### src/rtl/alu_pkg.sv
// rtl/alu_pkg.sv - shared ALU operation codes, FSM state encoding and helpers
// Purpose: single source of truth for the 4-bit ALU_sel encoding used by the
//   ALU control decoder and the alu_exec_unit execute stage.
// Ports: none (package).
package alu_pkg;

  localparam logic [3:0] ALU_ADD  = 4'd0;
  localparam logic [3:0] ALU_SUB  = 4'd1;
  localparam logic [3:0] ALU_AND  = 4'd2;
  localparam logic [3:0] ALU_OR   = 4'd3;
  localparam logic [3:0] ALU_XOR  = 4'd4;
  localparam logic [3:0] ALU_SLL  = 4'd5;
  localparam logic [3:0] ALU_SRL  = 4'd6;
  localparam logic [3:0] ALU_SRA  = 4'd7;
  localparam logic [3:0] ALU_SLT  = 4'd8;
  localparam logic [3:0] ALU_SLTU = 4'd9;
  localparam logic [3:0] ALU_PASS = 4'd10;

  typedef enum logic [1:0] {
    ST_IDLE  = 2'd0,
    ST_SHIFT = 2'd1,
    ST_DONE  = 2'd2
  } alu_state_e;

  function automatic logic is_shift(input logic [3:0] sel);
    return (sel == ALU_SLL) || (sel == ALU_SRL) || (sel == ALU_SRA);
  endfunction

endpackage

### src/rtl/alu_exec_unit_if.sv
// rtl/alu_exec_unit_if.sv - operand/result handshake bundle for the ALU execute stage
// Purpose: groups the request (in_*, alu_sel, op_a, op_b) and response
//   (out_*, result, flags) handshakes of alu_exec_unit.
// Ports:
//   master : issuing side (ID/EX operand mux + writeback consumer)
//   slave  : alu_exec_unit
interface alu_exec_unit_if #(
  parameter int WIDTH = 32
);
  logic             in_valid;
  logic             in_ready;
  logic [3:0]       alu_sel;
  logic [WIDTH-1:0] op_a;
  logic [WIDTH-1:0] op_b;
  logic             out_valid;
  logic             out_ready;
  logic [WIDTH-1:0] result;
  logic             zero;
  logic             negative;
  logic             carry;
  logic             overflow;

  modport master (
    output in_valid, alu_sel, op_a, op_b, out_ready,
    input  in_ready, out_valid, result, zero, negative, carry, overflow
  );

  modport slave (
    input  in_valid, alu_sel, op_a, op_b, out_ready,
    output in_ready, out_valid, result, zero, negative, carry, overflow
  );
endinterface

### src/rtl/alu_shift_step.sv
// rtl/alu_shift_step.sv - combinational SLL/SRL/SRA step or full barrel shift
// Purpose: FAST_SHIFT=0 shifts data_i by exactly one bit (iterative datapath);
//   FAST_SHIFT=1 shifts data_i by shamt_i in one go.
// Ports:
//   sel_i   in  4        operation code (only SLL/SRL/SRA shift, others pass through)
//   data_i  in  WIDTH    value to shift
//   shamt_i in  SHAMT_W  shift amount (barrel mode only)
//   data_o  out WIDTH    shifted value
module alu_shift_step
  import alu_pkg::*;
#(
  parameter int WIDTH      = 32,
  parameter int SHAMT_W    = $clog2(WIDTH),
  parameter int FAST_SHIFT = 0
) (
  input  logic [3:0]         sel_i,
  input  logic [WIDTH-1:0]   data_i,
  input  logic [SHAMT_W-1:0] shamt_i,
  output logic [WIDTH-1:0]   data_o
);

  if (FAST_SHIFT != 0) begin : g_barrel
    always_comb begin
      data_o = data_i;
      case (sel_i)
        ALU_SLL: data_o = data_i << shamt_i;
        ALU_SRL: data_o = data_i >> shamt_i;
        ALU_SRA: data_o = $signed(data_i) >>> shamt_i;
        default: data_o = data_i;
      endcase
    end
  end else begin : g_step
    // Iterative mode: the amount lives in the caller's down-counter.
    logic unused_shamt;
    assign unused_shamt = ^shamt_i;

    always_comb begin
      data_o = data_i;
      case (sel_i)
        ALU_SLL: data_o = {data_i[WIDTH-2:0], 1'b0};
        ALU_SRL: data_o = {1'b0, data_i[WIDTH-1:1]};
        ALU_SRA: data_o = {data_i[WIDTH-1], data_i[WIDTH-1:1]};
        default: data_o = data_i;
      endcase
    end
  end

endmodule

### src/rtl/alu_exec_unit.sv
// rtl/alu_exec_unit.sv - sequential ALU execute stage with valid/ready handshakes
// Purpose: accepts one op in IDLE, produces a registered result and flags
//   that are held in DONE until the consumer takes them. Shifts walk one bit
//   per cycle through SHIFT unless FAST_SHIFT=1.
// Ports:
//   clk  in  1   rising-edge clock
//   rst  in  1   synchronous reset, active-high
//   bus  slave modport of alu_exec_unit_if (request + response handshakes)
module alu_exec_unit
  import alu_pkg::*;
#(
  parameter int WIDTH      = 32,
  parameter int SHAMT_W    = $clog2(WIDTH),
  parameter int FAST_SHIFT = 0
) (
  input  logic            clk,
  input  logic            rst,
  alu_exec_unit_if.slave  bus
);

  alu_state_e          state_q, state_d;
  logic [3:0]          sel_q, sel_d;
  logic [WIDTH-1:0]    work_q, work_d;
  logic [SHAMT_W-1:0]  count_q, count_d;
  logic [WIDTH-1:0]    result_q, result_d;
  logic                zero_q, zero_d;
  logic                neg_q, neg_d;
  logic                carry_q, carry_d;
  logic                ovf_q, ovf_d;

  logic [SHAMT_W-1:0]  shamt_in;
  logic [3:0]          sh_sel;
  logic [WIDTH-1:0]    sh_data;
  logic [WIDTH-1:0]    sh_out;

  logic                is_sub;
  logic [WIDTH-1:0]    b_eff;
  logic [WIDTH:0]      sum_ext;
  logic [WIDTH-1:0]    acc_res;
  logic                acc_carry;
  logic                acc_ovf;

  assign shamt_in = bus.op_b[SHAMT_W-1:0];

  // Barrel mode shifts the live operand at accept; iterative mode steps the
  // captured working value.
  assign sh_sel  = (FAST_SHIFT != 0) ? bus.alu_sel : sel_q;
  assign sh_data = (FAST_SHIFT != 0) ? bus.op_a    : work_q;

  alu_shift_step #(
    .WIDTH      (WIDTH),
    .SHAMT_W    (SHAMT_W),
    .FAST_SHIFT (FAST_SHIFT)
  ) u_shift (
    .sel_i   (sh_sel),
    .data_i  (sh_data),
    .shamt_i (shamt_in),
    .data_o  (sh_out)
  );

  // SUB is a + ~b + 1 so carry-out means "no borrow" (a >= b unsigned).
  assign is_sub  = (bus.alu_sel == ALU_SUB);
  assign b_eff   = is_sub ? ~bus.op_b : bus.op_b;
  assign sum_ext = {1'b0, bus.op_a} + {1'b0, b_eff} + {{WIDTH{1'b0}}, is_sub};

  // Result of every op that completes in the accept cycle.
  always_comb begin
    acc_res   = '0;
    acc_carry = 1'b0;
    acc_ovf   = 1'b0;
    case (bus.alu_sel)
      ALU_ADD, ALU_SUB: begin
        acc_res   = sum_ext[WIDTH-1:0];
        acc_carry = sum_ext[WIDTH];
        acc_ovf   = (bus.op_a[WIDTH-1] == b_eff[WIDTH-1]) &&
                    (sum_ext[WIDTH-1] != bus.op_a[WIDTH-1]);
      end
      ALU_AND:  acc_res = bus.op_a & bus.op_b;
      ALU_OR:   acc_res = bus.op_a | bus.op_b;
      ALU_XOR:  acc_res = bus.op_a ^ bus.op_b;
      // Only reached here for barrel mode or shamt==0 (sh_out == op_a then).
      ALU_SLL, ALU_SRL, ALU_SRA:
        acc_res = (FAST_SHIFT != 0) ? sh_out : bus.op_a;
      ALU_SLT:  acc_res = {{(WIDTH-1){1'b0}}, ($signed(bus.op_a) < $signed(bus.op_b))};
      ALU_SLTU: acc_res = {{(WIDTH-1){1'b0}}, (bus.op_a < bus.op_b)};
      ALU_PASS: acc_res = bus.op_b;
      default:  acc_res = '0;
    endcase
  end

  always_comb begin
    state_d  = state_q;
    sel_d    = sel_q;
    work_d   = work_q;
    count_d  = count_q;
    result_d = result_q;
    zero_d   = zero_q;
    neg_d    = neg_q;
    carry_d  = carry_q;
    ovf_d    = ovf_q;
    case (state_q)
      ST_IDLE: begin
        if (bus.in_valid) begin
          sel_d = bus.alu_sel;
          if (is_shift(bus.alu_sel) && (FAST_SHIFT == 0) && (shamt_in != '0)) begin
            work_d  = bus.op_a;
            count_d = shamt_in;
            state_d = ST_SHIFT;
          end else begin
            result_d = acc_res;
            zero_d   = (acc_res == '0);
            neg_d    = acc_res[WIDTH-1];
            carry_d  = acc_carry;
            ovf_d    = acc_ovf;
            state_d  = ST_DONE;
          end
        end
      end
      ST_SHIFT: begin
        if (count_q == SHAMT_W'(1)) begin
          result_d = sh_out;
          zero_d   = (sh_out == '0);
          neg_d    = sh_out[WIDTH-1];
          carry_d  = 1'b0;
          ovf_d    = 1'b0;
          state_d  = ST_DONE;
        end else begin
          work_d  = sh_out;
          count_d = count_q - SHAMT_W'(1);
        end
      end
      ST_DONE: begin
        if (bus.out_ready) begin
          state_d = ST_IDLE;
        end
      end
      default: state_d = ST_IDLE;
    endcase
  end

  always_ff @(posedge clk) begin
    if (rst) begin
      state_q  <= ST_IDLE;
      sel_q    <= '0;
      work_q   <= '0;
      count_q  <= '0;
      result_q <= '0;
      zero_q   <= 1'b0;
      neg_q    <= 1'b0;
      carry_q  <= 1'b0;
      ovf_q    <= 1'b0;
    end else begin
      state_q  <= state_d;
      sel_q    <= sel_d;
      work_q   <= work_d;
      count_q  <= count_d;
      result_q <= result_d;
      zero_q   <= zero_d;
      neg_q    <= neg_d;
      carry_q  <= carry_d;
      ovf_q    <= ovf_d;
    end
  end

  assign bus.in_ready  = (state_q == ST_IDLE);
  assign bus.out_valid = (state_q == ST_DONE);
  assign bus.result    = result_q;
  assign bus.zero      = zero_q;
  assign bus.negative  = neg_q;
  assign bus.carry     = carry_q;
  assign bus.overflow  = ovf_q;

endmodule
### src/flat_wrapper.sv
// flat-port wrapper written by rule: the top's interface ports become plain ports
module alu_exec_unit_flat import alu_pkg::*;
#(
  parameter int WIDTH      = 32,
  parameter int SHAMT_W    = $clog2(WIDTH),
  parameter int FAST_SHIFT = 0
)
  (clk, rst, bus_in_valid, bus_alu_sel, bus_op_a, bus_op_b, bus_out_ready, bus_in_ready, bus_out_valid, bus_result, bus_zero, bus_negative, bus_carry, bus_overflow);
  alu_exec_unit_if #(.WIDTH(WIDTH)) bus_i ();
  input  logic clk;
  input  logic rst;
  input wire logic [$bits(bus_i.in_valid)-1:0] bus_in_valid;
  input wire logic [$bits(bus_i.alu_sel)-1:0] bus_alu_sel;
  input wire logic [$bits(bus_i.op_a)-1:0] bus_op_a;
  input wire logic [$bits(bus_i.op_b)-1:0] bus_op_b;
  input wire logic [$bits(bus_i.out_ready)-1:0] bus_out_ready;
  output wire logic [$bits(bus_i.in_ready)-1:0] bus_in_ready;
  output wire logic [$bits(bus_i.out_valid)-1:0] bus_out_valid;
  output wire logic [$bits(bus_i.result)-1:0] bus_result;
  output wire logic [$bits(bus_i.zero)-1:0] bus_zero;
  output wire logic [$bits(bus_i.negative)-1:0] bus_negative;
  output wire logic [$bits(bus_i.carry)-1:0] bus_carry;
  output wire logic [$bits(bus_i.overflow)-1:0] bus_overflow;
  assign bus_i.in_valid = bus_in_valid;
  assign bus_i.alu_sel = bus_alu_sel;
  assign bus_i.op_a = bus_op_a;
  assign bus_i.op_b = bus_op_b;
  assign bus_i.out_ready = bus_out_ready;
  assign bus_in_ready = bus_i.in_ready;
  assign bus_out_valid = bus_i.out_valid;
  assign bus_result = bus_i.result;
  assign bus_zero = bus_i.zero;
  assign bus_negative = bus_i.negative;
  assign bus_carry = bus_i.carry;
  assign bus_overflow = bus_i.overflow;
  alu_exec_unit #(.WIDTH(WIDTH), .SHAMT_W(SHAMT_W), .FAST_SHIFT(FAST_SHIFT)) u_core (.clk(clk), .rst(rst), .bus(bus_i));
endmodule
### config.mk
export PLATFORM = sky130hd
export DESIGN_NAME = alu_exec_unit_flat
export DESIGN_NICKNAME = d
export VERILOG_FILES = /design/src/rtl/alu_pkg.sv /design/src/rtl/alu_exec_unit_if.sv /design/src/rtl/alu_shift_step.sv /design/src/rtl/alu_exec_unit.sv /design/src/flat_wrapper.sv
export SDC_FILE = /design/constraint.sdc
export NUM_CORES = 1
export LEC_CHECK = 0
export CORE_ASPECT_RATIO = 0.8
export CORE_MARGIN = 2
export CORE_UTILIZATION = 45
export CTS_CLUSTER_DIAMETER = 100
export DETAILED_ROUTE_END_ITERATION = 6
export GPL_TIMING_DRIVEN = 1
export PLACE_DENSITY_LB_ADDON = 0.15
export REMOVE_ABC_BUFFERS = 1
export SYNTH_ARGS = -nofsm -noshare
export SYNTH_HDL_FRONTEND = slang
export SYNTH_SLANG_ARGS = --single-unit
export TNS_END_PERCENT = 10
### constraint.sdc
create_clock -name clk -period 5.9 [get_ports clk]
set_clock_uncertainty 0.1 [all_clocks]
set_input_delay 1.475 -clock clk [delete_from_list [all_inputs] [get_ports clk]]
set_output_delay 1.475 -clock clk [all_outputs]
set_load 0.02 [all_outputs]
==> Word-level counts from Yosys, hierarchy flattened <==
Index checks and enable logic that the tools add are counted.
{ "totals": {"in_bits": 72, "reg_bits": 79, "elab_cells": 95, "out_inout_bits": 38} }
{ "op_classes": {"muxes": 37, "eq_ne": 24, "bitwise": 4, "n_reduce_logical": 16, "n_addsub": 3, "n_lt_le_gt_ge": 2} }
{ "ops": {"columns": ["cell", "count"], "rows": [
  ["$pmux W32 S8", 1],
  ["$mux W32", 7],
  ["$pmux W32 S2", 2],
  ["$pmux W32 S3", 1],
  ["$logic_not A32 Y1", 2],
  ["$lt A32 B32 Y1", 2],
  ["$add A32 B32 Y33", 1],
  ["$add A33 B1 Y33", 1],
  ["$and A32 B32 Y32", 1],
  ["$not A32 Y32", 1],
  ["$or A32 B32 Y32", 1],
  ["$xor A32 B32 Y32", 1],
  ["$eq A4 B3 Y1 const B", 7],
  ["$mux W5", 3],
  ["$mux W1", 13],
  ["$eq A4 B4 Y1 const B", 3],
  ["$pmux W5 S2", 1],
  ["$eq A4 B2 Y1 const B", 2],
  ["$mux W2", 4],
  ["$ne A2 B2 Y1 const B", 4],
  ["$pmux W1 S2", 4],
  ["$reduce_and A4 Y1", 2],
  ["$pmux W2 S3", 1],
  ["$eq A5 B1 Y1 const B", 1],
  ["other kinds (17)", 20]
]} }

==> Depth between registers and ports, before layout <==
{ "depth": {"word_depth": 10, "ltp_mapped": 17} }

==> By module <==
From an unflattened synthesis, not the netlist that was laid out.
{ "hier_totals": {"cells_unflattened": 1225, "area_unflattened_um2": 9190.1} }
{ "modules_own_cells": {"columns": ["module", "instances", "cells_each", "seq_area_each_um2", "area_per_inst_um2"], "rows": [
  ["alu_exec_unit", 1, 1146, 1561.5, 8543.2],
  ["alu_shift_step", 1, 79, 0.0, 646.9]
]} }

==> Worst setup path after synthesis <==
No wires, ideal clock.
{ "synth_timing": {"kind": "input-to-reg", "from": "input bus_alu_sel[2]", "to": "register u_core.zero_q, in the netlist u_core.bus.zero", "required_time_ns": 5.725, "t_arrival_ns": 5.092, "path_buffers": 3, "setup_time_ns": 0.075, "setup_slack_ns": 0.633, "cell_stages": 16, "cell_sequence": "buf_6 -> nor4b_2 -> buf_4 -> buf_1 -> mux2i_1 -> fa_1 -> nand3b_1 -> a211oi_1 -> nor2_1 -> o21ai_0 -> xor2_1 -> a21o_1 -> or4_1 -> nor4_2 -> nand4b_1 -> o22ai_1"} }
{ "synth_via": {"elab_chain_cells": 9, "word_cells_on_any_way": 26} }
{ "synth_lines": {"columns": ["item", "line_no", "source"], "rows": [
  ["start, declared", "flat_wrapper.sv:13", "input wire logic [$bits(bus_i.alu_sel)-1:0] bus_alu_sel;"],
  ["$eq A4 B1 Y1", "alu_exec_unit.sv:62, alu_exec_unit.sv:71", null],
  ["$mux W32", "alu_exec_unit.sv:63", "assign b_eff = is_sub ? ~bus.op_b : bus.op_b;"],
  ["$add A32 B32 Y33", "alu_exec_unit.sv:64", "assign sum_ext = {1'b0, bus.op_a} + {1'b0, b_eff} + {{WIDTH{1'b0}}, is_sub};"],
  ["$add A33 B1 Y33", "alu_exec_unit.sv:64", null],
  ["$pmux W32 S8", "alu_exec_unit.sv:71", "case (bus.alu_sel)"],
  ["$logic_not A32 Y1", "alu_exec_unit.sv:111", "zero_d = (acc_res == '0);"],
  ["$mux W1", "alu_exec_unit.sv:105", "if (is_shift(bus.alu_sel) && (FAST_SHIFT == 0) && (shamt_in != '0)) begin"],
  ["$mux W1", "alu_exec_unit.sv:103", "if (bus.in_valid) begin"],
  ["$pmux W1 S2", "alu_exec_unit.sv:101", "case (state_q)"],
  ["end signal, assigned", "alu_exec_unit.sv:158", "zero_q <= zero_d;"],
  ["end, declared", "alu_exec_unit.sv:26", "logic zero_q, zero_d;"]
]} }
Several ways; a longest one is shown, not always the timed one. The select of a mux whose other input is x is not followed.
A chain may end at the register's enable or synchronous reset.

==> Final worst setup path <==
{ "layout_timing": {"from": "input bus_alu_sel[1]", "to": "register u_core.zero_q, in the netlist u_core.bus.zero"} }
Same word-level chain as after synthesis.

==> impl_metrics.json <==
{
  "replace_congestion": 0.9984,
  "worst_hold_path.num_cells": 2,
  "tritoncts_num_sinks": 78,
  "routed_wl_mm": 35.81,
  "failing_checks": "DRC",
  "synth_adder_area_share": 0.1820,
  "worst_slew_pin_slew_ns": 1.113,
  "placementRows": 47,
  "largest_delay_contributor_family_on_the_critical_path": "simple AND/OR/NAND/NOR gates",
  "fmax_mhz": 181.7,
  "hold_path_class": "flip-flop to flip-flop",
  "compound_gate_fraction_of_synth_area": 0.3222,
  "maxCapViolCount": 0,
  "timing.critical_path.mode_cell": "sky130_fd_sc_hd__buf_4",
  "cp-startpoint": "bus_alu_sel[1]",
  "rsz0062_at_grt": "no",
  "placeableCoreArea_sq_um": 20760,
  "tritoncts": "built",
  "yosysWarnings": 0,
  "synth.cell_area_sq_um": 9529,
  "antenna_found_initial": 0,
  "floorplan.io_pins": 110,
  "cts_root_buffer_type": "sky130_fd_sc_hd__clkbuf_16",
  "drive_gt1_frac": 0.1111,
  "timing.rr.start": "u_core.count_q[1]",
  "ff2ff_setup_slack_ns": 2.63,
  "wire_length_of_the_first_global_routing_pass_mm": 55.46,
  "grt.overflow.total": 0,
  "arrival_worst_endpoint_ns": 5.67,
  "detailed_place.area_sq_um": 11490,
  "dp.final_hpwl_mm": 27.43,
  "cpPeakStageDelay_ns": 0.51,
  "dominant_register_cell_in_the_synthesized_netlist": "sky130_fd_sc_hd__dfxtp_1",
  "timing.critical_path.slowest_stage_cell": "sky130_fd_sc_hd__clkdlybuf4s50_1",
  "grt_max_degree": 79,
  "start_util": 0.4590,
  "synthesis.instances": 1276,
  "clk_path_buf_depth": 2,
  "crit_buf_inv": 5,
  "post_synth_num_cell_types": 77,
  "wl_per_cell_microns": 21.18,
  "n_fill_cell": 1976,
  "post_synth_xor_area_fraction": 0.04044,
  "fin_crit_ns": 5.505,
  "drt_first_iter_violations": 1461,
  "maximum_vdd_drop_mv": 0.1857,
  "worst-r2r-cell-count": 13,
  "criticalPathCategory": "input port to flip-flop",
  "syn-mean-instance-area_sq_um": 7.468,
  "hp-start": "u_core.bus.result[1]",
  "worstReg2RegEnd": "u_core.bus.zero",
  "port_buffers": 109,
  "routed_via_density": 6.285,
  "total_neg_setup_slack_ns": 0,
  "timing.final.crit_share": 0.9330,
  "count_of_cells_resized_by_post_cts_repair": 0,
  "setup_viol": 0,
  "timing.critical_path.cells": "clkdlybuf4s50_1 > nor4b_4 > buf_4 > buf_4 > mux2i_1 > fa_1 > buf_4 > xnor2_1 > a22oi_1 > o221ai_1 > or3_1 > nor4_1 > buf_4 > nor4b_1 > nand4_1 > nor4_2 > nand4b_1 > o22ai_1",
  "endpoint_kind": "flip-flop",
  "drt_drc_violations_left": 14,
  "fin_nets": 1627,
  "clock_latency_ns": 0.34,
  "worst-endpoint-required_ns": 6.06,
  "post_synth_mux_area_share": 0.01825,
  "grt_use_total": 0.3125,
  "layout.core_utilization": 0.5699,
  "cts-buffers-inserted": 9,
  "synthToLayoutAreaGrowth_pct": 24.16,
  "ys_ff_latch": 78,
  "drv_slew": 0,
  "design.die.area_sq_um": 22360,
  "critical_path_peak_fanout": 8,
  "fin_hold_ws_ns": 0.3487,
  "run_status": "complete, but fails checks",
  "route.antenna.remaining_nets": 0,
  "postCtsHoldBufs": 0,
  "via_count_of_the_first_global_routing_pass": 10091,
  "buffer_count_from_post_cts_setup_fixing": 0,
  "post_route_cell_area_sq_um": 11830,
  "holdPathEnd": "u_core.bus.result[1]",
  "antenna_cells_inserted": 0,
  "die_h_microns": 134.2,
  "clk_pin_slew_ns": 0.07,
  "leakagePower_nw": 4.965,
  "hold_viol": 0,
  "async_reset_ff_frac": 0,
  "setup.worst_path.start_class": "input port",
  "cts-htree-levels": 3,
  "yosys.area_share.simple": 0.1985,
  "dpl.cell_count": 1675,
  "main_combinational_cell_family_by_area_after_synthesis": "compound AO/OA/AOI/OAI gates",
  "die_width_microns": 166.7,
  "routed_vias": 10628,
  "synth-edff-count": 0,
  "yosysSeqAreaShare": 0.1639,
  "p_per_area_nw_per_um2": 182.6,
  "first_pass_iters": 7,
  "timing.max_slew.rel_slack": 0.2579,
  "fin_cells": 1691
}
==> sequential cells by signal (all words and copies together), names as in the netlist <==
signal and flops:
u_core.sh_data 32, u_core.bus.result 32, u_core.state_q 2, u_core.bus.carry 1, u_core.sel_q 4, u_core.bus.zero 1, u_core.count_q 5, u_core.bus.overflow 1
==> layout make-up <==
class | count | area, sq um | share of cell area
multi-input combinational | 1016 | 7330 | 0.6195
sequential | 78 | 1562 | 0.1320
clock inverter | 6 | 108.9 | 0.009201
clock buffer | 10 | 229.0 | 0.01935
inverter | 95 | 356.6 | 0.03014
tap | 269 | 336.6 | 0.02845
timing repair buffer | 217 | 1909 | 0.1614
==> stage by stage <==
stage,power (mW),worst slack (ns)
3_5_place_dp,1.503,0.002540
2_1_floorplan,1.102,-1.333
4_1_cts,2.146,0.3168
5_1_grt,2.263,0.1226
6_report,2.161,0.3950
3_3_place_gp,1.499,0.05300
==> where the power goes <==
part	internal [mW]	switching, mW
registers	0.559	0.0264
clock network	0.414	0.231
logic	0.394	0.537
total	1.37	0.794
==> worst max-delay path by stage <==
stage	slack (ns)	cells after the start	end
floorplan	-1.33	13	u_core.bus.zero
global placement	0.05	16	u_core.bus.zero
detailed placement	0.003	16	u_core.bus.zero
CTS	0.32	16	u_core.bus.zero
global route	0.12	17	u_core.bus.zero
finish	0.40	18	u_core.bus.zero
==> kinds of logic (layout without fill, tap and decap cells) <==
kind of cell	Yosys count	after routing
xor+xnor	44	44
fa+ha+maj	138	138
simple gates	375	375
compound gates	442	442
buf+inv	182	328
flops	78	78
mux	17	17
==> synth_stat cells (13+ instances only) <==
cell type	n	area share
sky130_fd_sc_hd__nand4_1	13	0.0085
sky130_fd_sc_hd__o21ai_0	42	0.022
sky130_fd_sc_hd__and2_1	16	0.011
sky130_fd_sc_hd__a211oi_1	22	0.017
sky130_fd_sc_hd__o211ai_1	52	0.041
sky130_fd_sc_hd__mux2i_1	14	0.015
sky130_fd_sc_hd__dfxtp_1	78	0.16
sky130_fd_sc_hd__nand3_1	24	0.013
sky130_fd_sc_hd__xnor2_1	39	0.036
sky130_fd_sc_hd__a22o_1	14	0.013
sky130_fd_sc_hd__nand2_1	126	0.050
sky130_fd_sc_hd__a22oi_1	44	0.035
sky130_fd_sc_hd__a222oi_1	23	0.024
sky130_fd_sc_hd__nor3_1	15	0.0079
sky130_fd_sc_hd__inv_1	95	0.037
sky130_fd_sc_hd__a21oi_1	127	0.067
sky130_fd_sc_hd__nor2_1	87	0.034
sky130_fd_sc_hd__clkbuf_1	65	0.026
sky130_fd_sc_hd__a21o_1	17	0.013
sky130_fd_sc_hd__ha_1	137	0.18
==> placed cells by master (no fill, tap or decap), types with 9 or more instances in the layout <==
cell type and n:
sky130_fd_sc_hd__clkbuf_16 9, sky130_fd_sc_hd__mux2i_1 14, sky130_fd_sc_hd__a22o_1 14, sky130_fd_sc_hd__and2_1 16
sky130_fd_sc_hd__a222oi_1 23, sky130_fd_sc_hd__or3_1 10, sky130_fd_sc_hd__nor2b_1 11, sky130_fd_sc_hd__a22oi_1 44
sky130_fd_sc_hd__or4_1 10, sky130_fd_sc_hd__o21a_1 9, sky130_fd_sc_hd__a211oi_1 21, sky130_fd_sc_hd__nor3_1 14
sky130_fd_sc_hd__a21oi_1 126, sky130_fd_sc_hd__o21ai_0 41, sky130_fd_sc_hd__inv_1 95, sky130_fd_sc_hd__xnor2_1 39
sky130_fd_sc_hd__clkdlybuf4s50_1 108, sky130_fd_sc_hd__ha_1 137, sky130_fd_sc_hd__o211ai_1 52, sky130_fd_sc_hd__nand3_1 24
sky130_fd_sc_hd__nand4_1 13, sky130_fd_sc_hd__nand2b_1 10, sky130_fd_sc_hd__a221oi_1 10, sky130_fd_sc_hd__nand2_1 126
sky130_fd_sc_hd__nor2_1 86, sky130_fd_sc_hd__a21o_1 17, sky130_fd_sc_hd__buf_4 107, sky130_fd_sc_hd__dfxtp_1 78
==> per-layer routing <==
metal	global-route usage	wire, microns
met1	0.4213	15610
met2	0.4993	15650
met3	0.05075	2982
met4	0.1269	1568
met5	0	0
==> worst min-delay path, delay by kind of cell (launching register included) <==
family / cells / cell delay (ns)
flip-flops: 1 / 0.31
AND/OR/NAND/NOR: 1 / 0.05
AO/OA/AOI/OAI: 1 / 0.05
Note: power is estimated with default switching activity, not from simulation.
